### config.mk
export PLATFORM = sky130hd
export DESIGN_NAME = muldiv_unit
export DESIGN_NICKNAME = d
export VERILOG_FILES = /design/src/rtl/muldiv_unit.sv
export SDC_FILE = /design/constraint.sdc
export NUM_CORES = 1
export LEC_CHECK = 0
export CORE_MARGIN = 5
export CORE_UTILIZATION = 30
export DETAILED_ROUTE_END_ITERATION = 6
export SLEW_MARGIN = 20
export SYNTH_ARGS = -nofsm -noshare
export SYNTH_HDL_FRONTEND = slang
export SYNTH_SLANG_ARGS = --single-unit
### constraint.sdc
create_clock -name clk -period 4.2 [get_ports clk]
set_input_delay 0.84 -clock clk [delete_from_list [all_inputs] [get_ports clk]]
set_output_delay 0.84 -clock clk [all_outputs]
set_load 0.03 [all_outputs]
### src/rtl/muldiv_unit.sv
// muldiv_unit: iterative RV32M/RV64M multiply/divide unit for the execute stage.
// Shift-add multiply and restoring divide, one bit per cycle, with a
// start/busy/done handshake. Divide-by-zero and signed overflow are resolved
// without iterating.
// Optional build macro: MULDIV_FAST_MUL_EN -- multiplies use a single-cycle
// XLEN x XLEN multiplier and skip the iterative CALC phase.
module muldiv_unit #(
    parameter int unsigned XLEN = 32
) (
    input  logic            clk,
    input  logic            reset,
    input  logic            start,
    input  logic [2:0]      funct3,
    input  logic [XLEN-1:0] a,
    input  logic [XLEN-1:0] b,
    output logic            busy,
    output logic            done,
    output logic [XLEN-1:0] result
);

    localparam int unsigned PW = 2 * XLEN;
    localparam int unsigned RW = XLEN + 1;
    localparam int unsigned CW = $clog2(XLEN);

    localparam logic [2:0] F_MUL    = 3'b000;
    localparam logic [2:0] F_MULH   = 3'b001;
    localparam logic [2:0] F_MULHSU = 3'b010;
    localparam logic [2:0] F_MULHU  = 3'b011;
    localparam logic [2:0] F_DIV    = 3'b100;
    localparam logic [2:0] F_DIVU   = 3'b101;
    localparam logic [2:0] F_REM    = 3'b110;
    localparam logic [2:0] F_REMU   = 3'b111;

    typedef enum logic [2:0] {
        S_IDLE,
        S_PREP,
        S_CALC,
        S_FIX,
        S_DONE
    } state_t;

    state_t          r_state;
    state_t          w_state_nxt;
    logic            w_busy_nxt;
    logic            w_done_nxt;

    logic [2:0]      r_op;
    logic [XLEN-1:0] r_a;
    logic [XLEN-1:0] r_b;
    logic [XLEN-1:0] r_mag;      // multiplicand or divisor magnitude
    logic [PW-1:0]   r_prod;     // {partial sum, remaining multiplier bits}
    logic [XLEN-1:0] r_quot;     // dividend bits shift out, quotient bits shift in
    logic [RW-1:0]   r_rem;
    logic            r_neg;      // negate product / quotient in FIX
    logic            r_rem_neg;  // negate remainder in FIX
    logic [CW-1:0]   r_cnt;
    logic            r_busy;
    logic            r_done;
    logic [XLEN-1:0] r_result;

    logic            w_is_div;
    logic            w_a_signed;
    logic            w_b_signed;
    logic            w_a_neg;
    logic            w_b_neg;
    logic [XLEN-1:0] w_a_mag;
    logic [XLEN-1:0] w_b_mag;
    logic            w_div_zero;
    logic            w_div_ovf;
    logic            w_special;
    logic            w_fast_mul;
    logic            w_last;
    logic [RW-1:0]   w_sum;
    logic [RW-1:0]   w_trial;
    logic [RW-1:0]   w_diff;
    logic            w_fits;
    logic [PW-1:0]   w_prod_fix;
    logic [XLEN-1:0] w_quot_fix;
    logic [XLEN-1:0] w_rem_fix;
    logic [XLEN-1:0] w_res_sel;

    assign busy   = r_busy;
    assign done   = r_done;
    assign result = r_result;

    // Operand decode: signedness, magnitudes and divide corner cases
    always_comb begin
        w_is_div   = r_op[2];
        w_a_signed = (r_op == F_MULH) || (r_op == F_MULHSU) || (r_op == F_DIV) || (r_op == F_REM);
        w_b_signed = (r_op == F_MULH) || (r_op == F_DIV) || (r_op == F_REM);
        w_a_neg    = w_a_signed & r_a[XLEN-1];
        w_b_neg    = w_b_signed & r_b[XLEN-1];
        w_a_mag    = w_a_neg ? (-r_a) : r_a;
        w_b_mag    = w_b_neg ? (-r_b) : r_b;
        w_div_zero = w_is_div && (r_b == '0);
        w_div_ovf  = w_is_div && !r_op[0] && (r_a == {1'b1, {(XLEN-1){1'b0}}}) && (r_b == '1);
        w_special  = w_div_zero | w_div_ovf;
`ifdef MULDIV_FAST_MUL_EN
        w_fast_mul = !w_is_div;
`else
        w_fast_mul = 1'b0;
`endif
        w_last     = (r_cnt == CW'(XLEN - 1));
    end

    // One-bit iteration datapaths: shift-add multiply and restoring divide
    always_comb begin
        w_sum   = r_prod[0] ? ({1'b0, r_prod[PW-1:XLEN]} + {1'b0, r_mag})
                            : {1'b0, r_prod[PW-1:XLEN]};
        w_trial = RW'({r_rem, r_quot[XLEN-1]});
        w_diff  = w_trial - {1'b0, r_mag};
        w_fits  = !w_diff[XLEN];
    end

    // Sign fix-up and result select
    always_comb begin
        w_prod_fix = r_neg ? (-r_prod) : r_prod;
        w_quot_fix = r_neg ? (-r_quot) : r_quot;
        w_rem_fix  = r_rem_neg ? (-r_rem[XLEN-1:0]) : r_rem[XLEN-1:0];
        case (r_op)
            F_MUL:                     w_res_sel = w_prod_fix[XLEN-1:0];
            F_MULH, F_MULHSU, F_MULHU: w_res_sel = w_prod_fix[PW-1:XLEN];
            F_DIV, F_DIVU:             w_res_sel = w_quot_fix;
            F_REM, F_REMU:             w_res_sel = w_rem_fix;
            default:                   w_res_sel = w_quot_fix;
        endcase
    end

    // Next-state logic and next values of the handshake outputs
    always_comb begin
        w_state_nxt = r_state;
        case (r_state)
            S_IDLE: if (start) w_state_nxt = S_PREP;
            S_PREP: w_state_nxt = (w_special || w_fast_mul) ? S_FIX : S_CALC;
            S_CALC: if (w_last) w_state_nxt = S_FIX;
            S_FIX:  w_state_nxt = S_DONE;
            S_DONE: w_state_nxt = S_IDLE;
            default: w_state_nxt = S_IDLE;
        endcase
        w_busy_nxt = (w_state_nxt == S_PREP) || (w_state_nxt == S_CALC) || (w_state_nxt == S_FIX);
        w_done_nxt = (w_state_nxt == S_DONE);
    end

    // State register and registered handshake outputs
    always_ff @(posedge clk) begin
        if (reset) begin
            r_state <= S_IDLE;
            r_busy  <= 1'b0;
            r_done  <= 1'b0;
        end else begin
            r_state <= w_state_nxt;
            r_busy  <= w_busy_nxt;
            r_done  <= w_done_nxt;
        end
    end

    // Operand capture, iteration and result registers
    always_ff @(posedge clk) begin
        if (reset) begin
            r_op      <= '0;
            r_a       <= '0;
            r_b       <= '0;
            r_mag     <= '0;
            r_prod    <= '0;
            r_quot    <= '0;
            r_rem     <= '0;
            r_neg     <= 1'b0;
            r_rem_neg <= 1'b0;
            r_cnt     <= '0;
            r_result  <= '0;
        end else begin
            case (r_state)
                S_IDLE: begin
                    if (start) begin
                        r_op <= funct3;
                        r_a  <= a;
                        r_b  <= b;
                    end
                end
                S_PREP: begin
                    r_cnt     <= '0;
                    r_neg     <= w_a_neg ^ w_b_neg;
                    r_rem_neg <= w_a_neg;
                    r_mag     <= w_is_div ? w_b_mag : w_a_mag;
                    r_prod    <= {{XLEN{1'b0}}, w_b_mag};
                    r_quot    <= w_a_mag;
                    r_rem     <= '0;
                    if (w_div_zero) begin
                        r_quot    <= '1;
                        r_rem     <= {1'b0, r_a};
                        r_neg     <= 1'b0;
                        r_rem_neg <= 1'b0;
                    end else if (w_div_ovf) begin
                        r_quot    <= r_a;
                        r_rem     <= '0;
                        r_neg     <= 1'b0;
                        r_rem_neg <= 1'b0;
                    end
`ifdef MULDIV_FAST_MUL_EN
                    if (w_fast_mul) begin
                        r_prod <= PW'(w_a_mag) * PW'(w_b_mag);
                    end
`endif
                end
                S_CALC: begin
                    r_cnt <= r_cnt + CW'(1);
                    if (w_is_div) begin
                        r_rem  <= w_fits ? w_diff : w_trial;
                        r_quot <= {r_quot[XLEN-2:0], w_fits};
                    end else begin
                        r_prod <= {w_sum, r_prod[XLEN-1:1]};
                    end
                end
                S_FIX: begin
                    r_result <= w_res_sel;
                end
                default: begin
                end
            endcase
        end
    end

endmodule
==> summary.md, run 1 <==
| Metric | Value |
|---|---|
| Outcome | completed |
| P per Cell Area | 416 nW/um^2 |
| Synth area leader | dfxtp_1 |
| Gate Count Post-Synth | 2616 |
| Arr. time, crit path | 4420 ps |
| Ys flop type | dfxtp_1 |
| WP buf/inv | 2 |
| Hold_buf cts | 0 |
| Core ar. | 64200 um^2 |
| CP Max Fanout | 18 |
| Final Cell Area | 22600 um^2 |
| VDD IR max | 0.229 mV |
| CTS tree | built |
| Post-synth EDFFs | 0 |
| Clock tree sinks | 271 |
| Max-Cap Viols | 0 |
| Rows | 93 |
| Max H-tree Level | 2 |
| Placed Area | 21400 um^2 |
| Bufs on Longest Clock Path | 3 |
| Final Skew | 33.7 ps |
| Syn Area/Cell | 7.40 um^2 |
| Initial Util | 0.301 |
| Final max-slew violation count | 0 |
| Final Hold Viols | 0 |
| Global-route wire length before repair | 120000 um |
| Post-synthesis register bit count | 271 |
| GR Util All Layers | 0.219 |
| Worst-path clk slew | 70 ps |
| Number of setup violations in the final report | 0 |
| WL final | 80300 um |
| Worst Setup End Kind | register |
| Area share of the largest cell type after synthesis | 0.280 |
| GPL Wtd Cong | 0.969 |
| Iteration-0 DRC Markers | 2293 |
| Total grt overflow | 0 |
| Crit path kind | reg -> reg |
| Die X-Extent | 264 um |
| Wire length per cell | 22.7 um |
| FFs w/ async S/R, synth | 0 |
| Syn nets | 2760 |
| Setup TNS Final | 0 ps |
| Largest net degree at the start of global routing | 89 |
| Post-DP HPWL | 61200 um |
| Most frequent cells after synthesis | nand2_1, a21oi_1, dfxtp_1 |
| Req. time, crit path | 4660 ps |
| Postcts setup bufs | 0 |
| Most used cell, CP | a211o_1 |
| Antenna-violating nets left | 0 |
| Worst-skew pair later-pin latency | 570 ps |
| Post-layout min period | 3960 ps |
| Fin nets | 2795 |
| CTS Root Cell | clkbuf_16 |
| Fmax | 0.252 GHz |
| DR DRC count | 0 |
| Leakage Power | 8.39 nW |
| N_diodes | 0 |
| Slowest CP cell | o41ai_1 |
| Synth area leaders | dfxtp_1, a21oi_1, nand2_1 |
| Top delay family on crit path | compound AO/OA/AOI/OAI gates |
| Pre-Repair DR Iteration Count | 6 |
| Vias per inst | 5.79 |
| Share of layout cells above drive strength 1 | 0.0728 |
| Fin crit share | 0.943 |
| Die Area | 69700 um^2 |
| Initial antenna violation count | 1 |
| Worst Hold Class | reg -> reg |
| Cts repair resizes | 0 |
| Via count | 20500 |
| RSZ-0062 raised after global routing | no |
| I/O pin count | 104 |
| Worst setup SP type | register |
| Port Buffer Count | 103 |
| Max incr delay on CP | 780 ps |
| Slew headroom | 0.262 |
| Area Growth Syn to Fin | 17.0% |
| Total of warnings raised by yosys | 0 |
| Crit-path cells | inv_1 -> ha_1 -> nor2b_1 -> o31a_1 -> o41ai_1 -> a211o_1 -> a211o_1 -> a21o_1 -> a211oi_2 -> buf_4 -> mux2_2 -> a211oi_1 |
| Die height | 264 um |
| Leading cell type by number of instances after synthesis | nand2_1 |
| Vias in the first global route | 18600 |
| Register area share after synthesis | 0.280 |
| Slew @ Worst Pin | 1080 ps |
| Synth unique cells | 77 |
| Cts bufs inserted | 35 |
| Cell area after synthesis | 19400 um^2 |
kinds of logic (layout without fill, tap and decap cells):
kind of cell    after synthesis  after routing  synth area share
xor+xnor                    219            219            0.0991
flops                       271            271             0.280
fa+ha+maj                    74             74            0.0486
buf+inv                     249            310            0.0493
mux                          27             27            0.0145
compound gates              888            888             0.296
simple gates                888            888             0.212
through the flow:
| step | utilization | power [W] | instances | hold WS (ps) | setup WS (ps) |
|---|---|---|---|---|---|
| 2_1_floorplan | - | 0.00504 | 2616 | 429 | 749 |
| 3_3_place_gp | 0.333 | 0.00616 | 3469 | 452 | 412 |
| 3_5_place_dp | 0.333 | 0.00614 | 3469 | 463 | 369 |
| 4_1_cts | 0.353 | 0.00938 | 3532 | 473 | 305 |
| 5_1_grt | 0.353 | 0.00983 | 3532 | 492 | 36.3 |
| 6_report | 0.353 | 0.00941 | 3532 | 467 | 238 |
path summary, 6_finish.rpt:
check	startpoint	endpoint	slack, ps	cells past startpoint
worst max-delay path	r_mag[2]$_SDFFE_PP0P_	r_rem[24]$_SDFFE_PP0P_	240	12
worst min-delay path	r_cnt[3]$_SDFFE_PP0P_	r_cnt[3]$_SDFFE_PP0P_	470	1
worst max register to register	r_mag[2]$_SDFFE_PP0P_	r_rem[24]$_SDFFE_PP0P_	240	12
worst min register to register	r_cnt[3]$_SDFFE_PP0P_	r_cnt[3]$_SDFFE_PP0P_	470	1
layout by cell type, fill, tap and decap left out, types with 10 or more instances in the layout:
master             n
a2111oi_0         21
a211oi_1          76
a21boi_0          10
a21o_1            24
a21oi_1          300
a221oi_1          14
a22oi_1           14
a311oi_1          13
a31oi_1           19
and2_1            24
and3_1            15
buf_4             78
clkbuf_16         36
clkbuf_8          10
clkdlybuf4s50_1  102
dfxtp_1          269
ha_1              72
inv_1             62
mux2i_1           19
nand2_1          345
nand2b_1          11
nand3_1           35
nand3b_1          11
nand4_1           17
nor2_1           252
nor2b_1           18
nor3_1            49
nor4_1            23
o211ai_1          28
o21a_1            17
o21ai_0          158
o221ai_1          14
o22ai_1           29
o31ai_1           49
o41ai_1           28
or2_2             11
or3_1             25
or4_1             23
xnor2_1          104
xor2_1           115
routing by layer:
layer,part of all wire,global-route usage
met1,0.43,0.304
met2,0.43,0.330
met3,0.085,0.0400
met4,0.057,0.104
met5,0.00016,0
state kept, by name, summed over array words and instances (netlist names), 3 cells and up:
name     flops
r_mag       32
r_quot      32
r_b         32
r_op         3
r_rem       32
r_state      3
r_cnt        5
result      32
r_prod      64
r_a         32
area by class of cell:
cell class                      count  area [um^2]
Sequential cell                   271         5430
Timing Repair Buffer              183         1660
Clock buffer                       50         1050
Fill cell                        6887        41600
Multi-Input combinational cell   2096        13000
Tap cell                          855         1070
Clock inverter                     13          173
Inverter                           64          240
power by group:
part	leakage, nW	switching, W	internal (W)
combinational	5.59	0.00208	0.00111
sequential	2.20	0.000271	0.00273
clock	0.591	0.00128	0.00194
(Power assumes the default switching activity.)
==> run 2: changes to the inputs <==
Settings changed: CELL_PAD_IN_SITES_DETAIL_PLACEMENT set to 1, CELL_PAD_IN_SITES_GLOBAL_PLACEMENT set to 1, PLACE_DENSITY_LB_ADDON set to 0.1.
Clock period 4.2 ns to 3.5 ns, I/O delays scaled along.
==> summary.md, run 2 (synthesized netlist as in run 1, its figures left out) <==
| Metric | Value |
|---|---|
| Internal power | 0.00743 W |
| Reg2reg path depth | 14 |
| Net switching power figure | 0.00472 W |
| Port Buffer Count | 103 |
| GR Util All Layers | 0.266 |
| Util after Layout | 0.371 |
| Slew @ Worst Pin | 1030 ps |
| Clk network pwr share | 0.330 |
| Area Growth Syn to Fin | 23.0% |
| Worst-skew pair later-pin latency | 570 ps |
| Fin crit share | 0.977 |
| Outcome | completed |
| Pre-Repair DR Iteration Count | 6 |
| Worst r2r dst | r_rem[4]$_SDFFE_PP0P_ |
| Final Hold Viols | 0 |
| Hold_buf cts | 0 |
| Max reg flops | 64 |
| WL final | 96900 um |
| R2R setup slack | 80 ps |
| Most common cell after layout, fill and taps aside | nand2_1 |
| CP Max Fanout | 5 |
| Post-layout min period | 3420 ps |
| Largest Register | r_prod |
| DR DRC count | 0 |
| Cts bufs inserted | 38 |
| Initial Util | 0.301 |
| Max-Cap Viols | 0 |
| Fmax | 0.292 GHz |
| Req. time, crit path | 3940 ps |
| Hold Startpoint | r_cnt[3]$_SDFFE_PP0P_ |
| RSZ-0062 raised after global routing | yes |
| I/O pin count | 104 |
| Initial antenna violation count | 1 |
| Share of total power in combinational logic | 0.378 |
| Vias in the first global route | 21400 |
| CTS tree | built |
| Iteration-0 DRC Markers | 1722 |
| Most frequent cells in the layout | nand2_1, a21oi_1, dfxtp_1 |
| Post-DP HPWL | 75700 um |
| Clock tree sinks | 271 |
| Antenna-violating nets left | 0 |
| Final Skew | 15.1 ps |
| Number of setup violations in the final report | 0 |
| Reg2Reg Launch Point | r_quot[31]$_SDFFE_PP0P_ |
| Hold endpoint | r_cnt[3]$_SDFFE_PP0P_ |
| Final max-slew violation count | 0 |
| Final Cell Area | 23800 um^2 |
| # fillers | 7809 |
| Wire length per cell | 26.5 um |
| Worst setup SP type | register |
| Placed Area | 22400 um^2 |
| Total grt overflow | 0 |
| Via count | 21100 |
| Max H-tree Level | 2 |
| Sw Ratio | 0.389 |
| CTS Root Cell | clkbuf_16 |
| Largest net degree at the start of global routing | 92 |
| Fin nets | 2924 |
| Rows | 93 |
| Worst Setup End Kind | register |
| Die height | 264 um |
| Die X-Extent | 264 um |
| Hold Crit Depth | 1 |
| Share of layout cells above drive strength 1 | 0.121 |
| Leakage Power | 9.12 nW |
| GPL Wtd Cong | 0.937 |
| Global-route wire length before repair | 144000 um |
| Worst-path clk slew | 60 ps |
| Vias per inst | 5.77 |
| Flop pwr share | 0.292 |
| Arr. time, crit path | 3870 ps |
| Crit path kind | reg -> reg |
| Slew headroom | 0.316 |
| VDD IR max | 0.275 mV |
| P per Cell Area | 510 nW/um^2 |
| Core ar. | 64200 um^2 |
| Die Area | 69700 um^2 |
| Bufs on Longest Clock Path | 3 |
| Worst Hold Class | reg -> reg |
==> run 2: power groups by stage <==
stage / Sequential, W / Clock, W / Combinational, W
after global routing: 0.00357 / 0.00422 / 0.00492
final: 0.00355 / 0.00401 / 0.00459
after CTS: 0.00354 / 0.00412 / 0.00447
after floorplan: 0.00354 / 0 / 0.00251
after global placement: 0.00360 / 0 / 0.00426
after detailed placement: 0.00361 / 0 / 0.00433
==> run 2: timing repair <==
item,CTS,global route
buffers inserted,6,2
endpoints found under the setup margin,8,33
pin swaps,4,7
gates resized for setup,6,22
==> run 2: final cells by class <==
| cell class | count | area [um^2] | area share |
|---|---|---|---|
| sequential | 271 | 5430 | 0.228 |
| clock inverter | 10 | 136 | 0.00573 |
| timing repair buffer | 309 | 2690 | 0.113 |
| tap | 855 | 1070 | 0.0449 |
| clock buffer | 54 | 1110 | 0.0467 |
| antenna | 1 | 2.50 | 0.000105 |
| inverter | 64 | 240 | 0.0101 |
| multi-input combinational | 2096 | 13100 | 0.552 |
==> run 2: worst max-delay path, stage by stage, from the launching register on <==
cell and delay (ps):
dfxtp_2 330, inv_1 40, ha_2 180, fa_2 350
nor2b_2 150, o31a_1 250, o41ai_4 120, a211o_1 300
a211o_1 320, a21o_1 230, a211o_1 330, buf_4 180
buf_4 150, a311oi_1 260, a21oi_1 110
==> run 2: worst max path at each step <==
stage | from | end | slack (ps) | depth (start not counted)
floorplan | r_quot[31]$_SDFFE_PP0P_ | r_rem[21]$_SDFFE_PP0P_ | 50 | 14
global placement | r_quot[31]$_SDFFE_PP0P_ | r_rem[6]$_SDFFE_PP0P_ | 30 | 14
detailed placement | r_quot[31]$_SDFFE_PP0P_ | r_rem[24]$_SDFFE_PP0P_ | -20 | 13
CTS | r_quot[31]$_SDFFE_PP0P_ | r_rem[31]$_SDFFE_PP0P_ | 20 | 14
global route | r_quot[31]$_SDFFE_PP0P_ | r_rem[31]$_SDFFE_PP0P_ | -70 | 14
finish | r_quot[31]$_SDFFE_PP0P_ | r_rem[4]$_SDFFE_PP0P_ | 80 | 14
==> run 2: stage by stage <==
stage	hold slack (ps)	instances	setup WS, ps	power, W	TNS, ps
4_1_cts	469	3658	21.2	0.0121	0
3_5_place_dp	457	3588	-23.3	0.00794	-32.9
3_3_place_gp	444	3588	32.2	0.00786	0
6_report	464	3660	79.0	0.0122	0
5_1_grt	482	3659	-66.1	0.0127	-110
2_1_floorplan	429	2616	49.1	0.00605	0
==> run 2: metal layers <==
| metal | global-route usage | up-vias | share of wire |
|---|---|---|---|
| met5 | 0 | - | 0 |
| met4 | 0.0922 | 0 | 0.041 |
| met3 | 0.0336 | 145 | 0.048 |
| met2 | 0.431 | 588 | 0.45 |
| met1 | 0.367 | 10500 | 0.46 |
| li1 | - | 9853 | - |
==> run 3: changes to the inputs <==
Settings changed: CORE_MARGIN 5 to 2.
==> summary.md, run 3 (synthesized netlist as in run 1, its figures left out) <==
| Metric | Value |
|---|---|
| Die height | 258 um |
| Worst-path clk slew | 60 ps |
| N_diodes | 0 |
| Antenna-violating nets left | 0 |
| Iteration-0 DRC Markers | 1550 |
| Crit path kind | reg -> reg |
| Hold Startpoint | result[13]$_SDFFE_PP0N_ |
| Worst-skew pair later-pin latency | 580 ps |
| DR DRC count | 0 |
| VDD IR max | 0.315 mV |
| Via count | 21000 |
| Reg2reg path depth | 12 |
| Area of the multi-input gates | 13200 um^2 |
| Req. time, crit path | 3960 ps |
| Share of layout cells above drive strength 1 | 0.126 |
| Final Cell Area | 23900 um^2 |
| Post-layout min period | 3440 ps |
| Number of setup violations in the final report | 0 |
| Max H-tree Level | 2 |
| Die Area | 66600 um^2 |
| Most used cell, CP | a211o_1 |
| Port Buffer Count | 103 |
| Area Growth Syn to Fin | 23.5% |
| Fmax | 0.291 GHz |
| RSZ-0062 raised after global routing | yes |
| Post-DP HPWL | 75100 um |
| Max reg flops | 64 |
| Worst Hold Class | reg -> reg |
| Reg2Reg Launch Point | r_mag[4]$_SDFFE_PP0P_ |
| Worst r2r dst | r_rem[1]$_SDFFE_PP0P_ |
| CP Max Fanout | 10 |
| GR Util All Layers | 0.283 |
| Most frequent cells in the layout | nand2_1, a21oi_1, dfxtp_1 |
| # fillers | 7748 |
| Vias in the first global route | 21000 |
| Leakage Power | 9.13 nW |
| Sequential cell area | 5430 um^2 |
| Global-route wire length before repair | 142000 um |
| Total grt overflow | 0 |
| Final max-slew violation count | 0 |
| GPL Wtd Cong | 0.922 |
| Largest net degree at the start of global routing | 122 |
| Core ar. | 64100 um^2 |
| P per Cell Area | 514 nW/um^2 |
| Cts bufs inserted | 38 |
| Die X-Extent | 258 um |
| Vias per inst | 5.75 |
| Wire length per cell | 26.3 um |
| Initial antenna violation count | 1 |
| Fin crit share | 0.983 |
| Worst Setup End Kind | register |
| Clock tree sinks | 271 |
| Final Hold Viols | 0 |
| Most common cell after layout, fill and taps aside | nand2_1 |
| Bufs on Longest Clock Path | 3 |
| Rows | 93 |
| Crit-path cells | inv_1 -> ha_4 -> o211a_1 -> o31a_1 -> o41ai_4 -> a211o_1 -> a211o_1 -> a21o_1 -> a211o_4 -> buf_12 -> a211o_1 -> a221oi_2 |
| Slew headroom | 0.330 |
| Outcome | completed |
| WL final | 96300 um |
| Worst setup SP type | register |
| Hold endpoint | result[13]$_SDFFE_PP0N_ |
| Fin nets | 2923 |
| Pre-Repair DR Iteration Count | 5 |
| CTS tree | built |
| Initial Util | 0.302 |
| Slowest CP cell | a211o_4 |
| Final Skew | 31.9 ps |
| Placed Area | 22400 um^2 |
| Slew @ Worst Pin | 1000 ps |
| WHS | 465 ps |
| Arr. time, crit path | 3910 ps |
| Hold Crit Depth | 1 |
| I/O pin count | 104 |
| Total power | 0.0123 W |
| Max incr delay on CP | 400 ps |
| R2R setup slack | 60 ps |
| CTS Root Cell | clkbuf_16 |
| Max-Cap Viols | 0 |
| Largest Register | r_prod |
[run 3: cell types whose count changed in the layout (fill, tap and decap cells not counted), sizes merged]
| cell | delta |
|---|---|
| clkbuf | -9 |
| clkinvlp | +3 |
| inv | +3 |
| buf | -1 |
| bufinv | +1 |
| clkinv | +1 |
| diode | -1 |
[run 3: power breakdown]
| group | total, W | switching [W] | internal (W) |
|---|---|---|---|
| Clock | 0.00405 | 0.00163 | 0.00241 |
| Sequential | 0.00355 | 0.000280 | 0.00327 |
| Combinational | 0.00469 | 0.00290 | 0.00179 |
[run 3: area by class of cell]
class / count / share of cell area
multi-input cells: 2096 / 0.552
flip-flops and latches: 271 / 0.227
repair buffers: 308 / 0.113
well taps: 855 / 0.0447
clock buffers: 45 / 0.0434
inverters: 64 / 0.0100
clock inverters: 18 / 0.00921
[run 3: repair_timing]
item,CTS,global route
pin swaps,8,13
gates cloned,1,0
endpoints found under the hold margin,0,0
hold buffers,0,0
setup endpoints to repair,3,35
resized for setup,5,37
setup buffers,7,1
[run 3: worst max path at each step]
stage	start	endpoint	slack (ps)	cells after the start
finish	r_mag[4]$_SDFFE_PP0P_	r_rem[1]$_SDFFE_PP0P_	60	12
global route	r_mag[11]$_SDFFE_PP0P_	r_rem[16]$_SDFFE_PP0P_	-30	12
CTS	r_quot[31]$_SDFFE_PP0P_	r_rem[1]$_SDFFE_PP0P_	30	13
detailed placement	r_quot[31]$_SDFFE_PP0P_	r_rem[1]$_SDFFE_PP0P_	-0.2	13
global placement	r_quot[31]$_SDFFE_PP0P_	r_rem[0]$_SDFFE_PP0P_	2	13
floorplan	r_quot[31]$_SDFFE_PP0P_	r_rem[21]$_SDFFE_PP0P_	50	14
[run 3: per-stage QoR]
step	utilization	setup slack, ps	TNS (ps)	std cells
floorplan	-	49.1	0	2616
global placement	0.349	2.06	0	3585
detailed placement	0.349	-0.194	-0.194	3585
CTS	0.371	30.7	0	3656
global route	0.373	-32.5	-53.6	3657
finish	0.373	59.1	0	3657
[run 3: critical path, delay by kind of cell (launching register included)]
family,cells,cell delay [ps]
AOI/OAI and AO/OA,9,2290
adders and majority gates,1,330
buffers and inverters,2,330
DFF,1,380
[run 3: layer usage]
metal	track usage	vias to the layer above	part of all wire
met3	0.0329	136	0.043
met4	0.102	2	0.040
met2	0.454	519	0.45
met1	0.390	10500	0.47
met5	0	-	0.00013
li1	-	9841	-
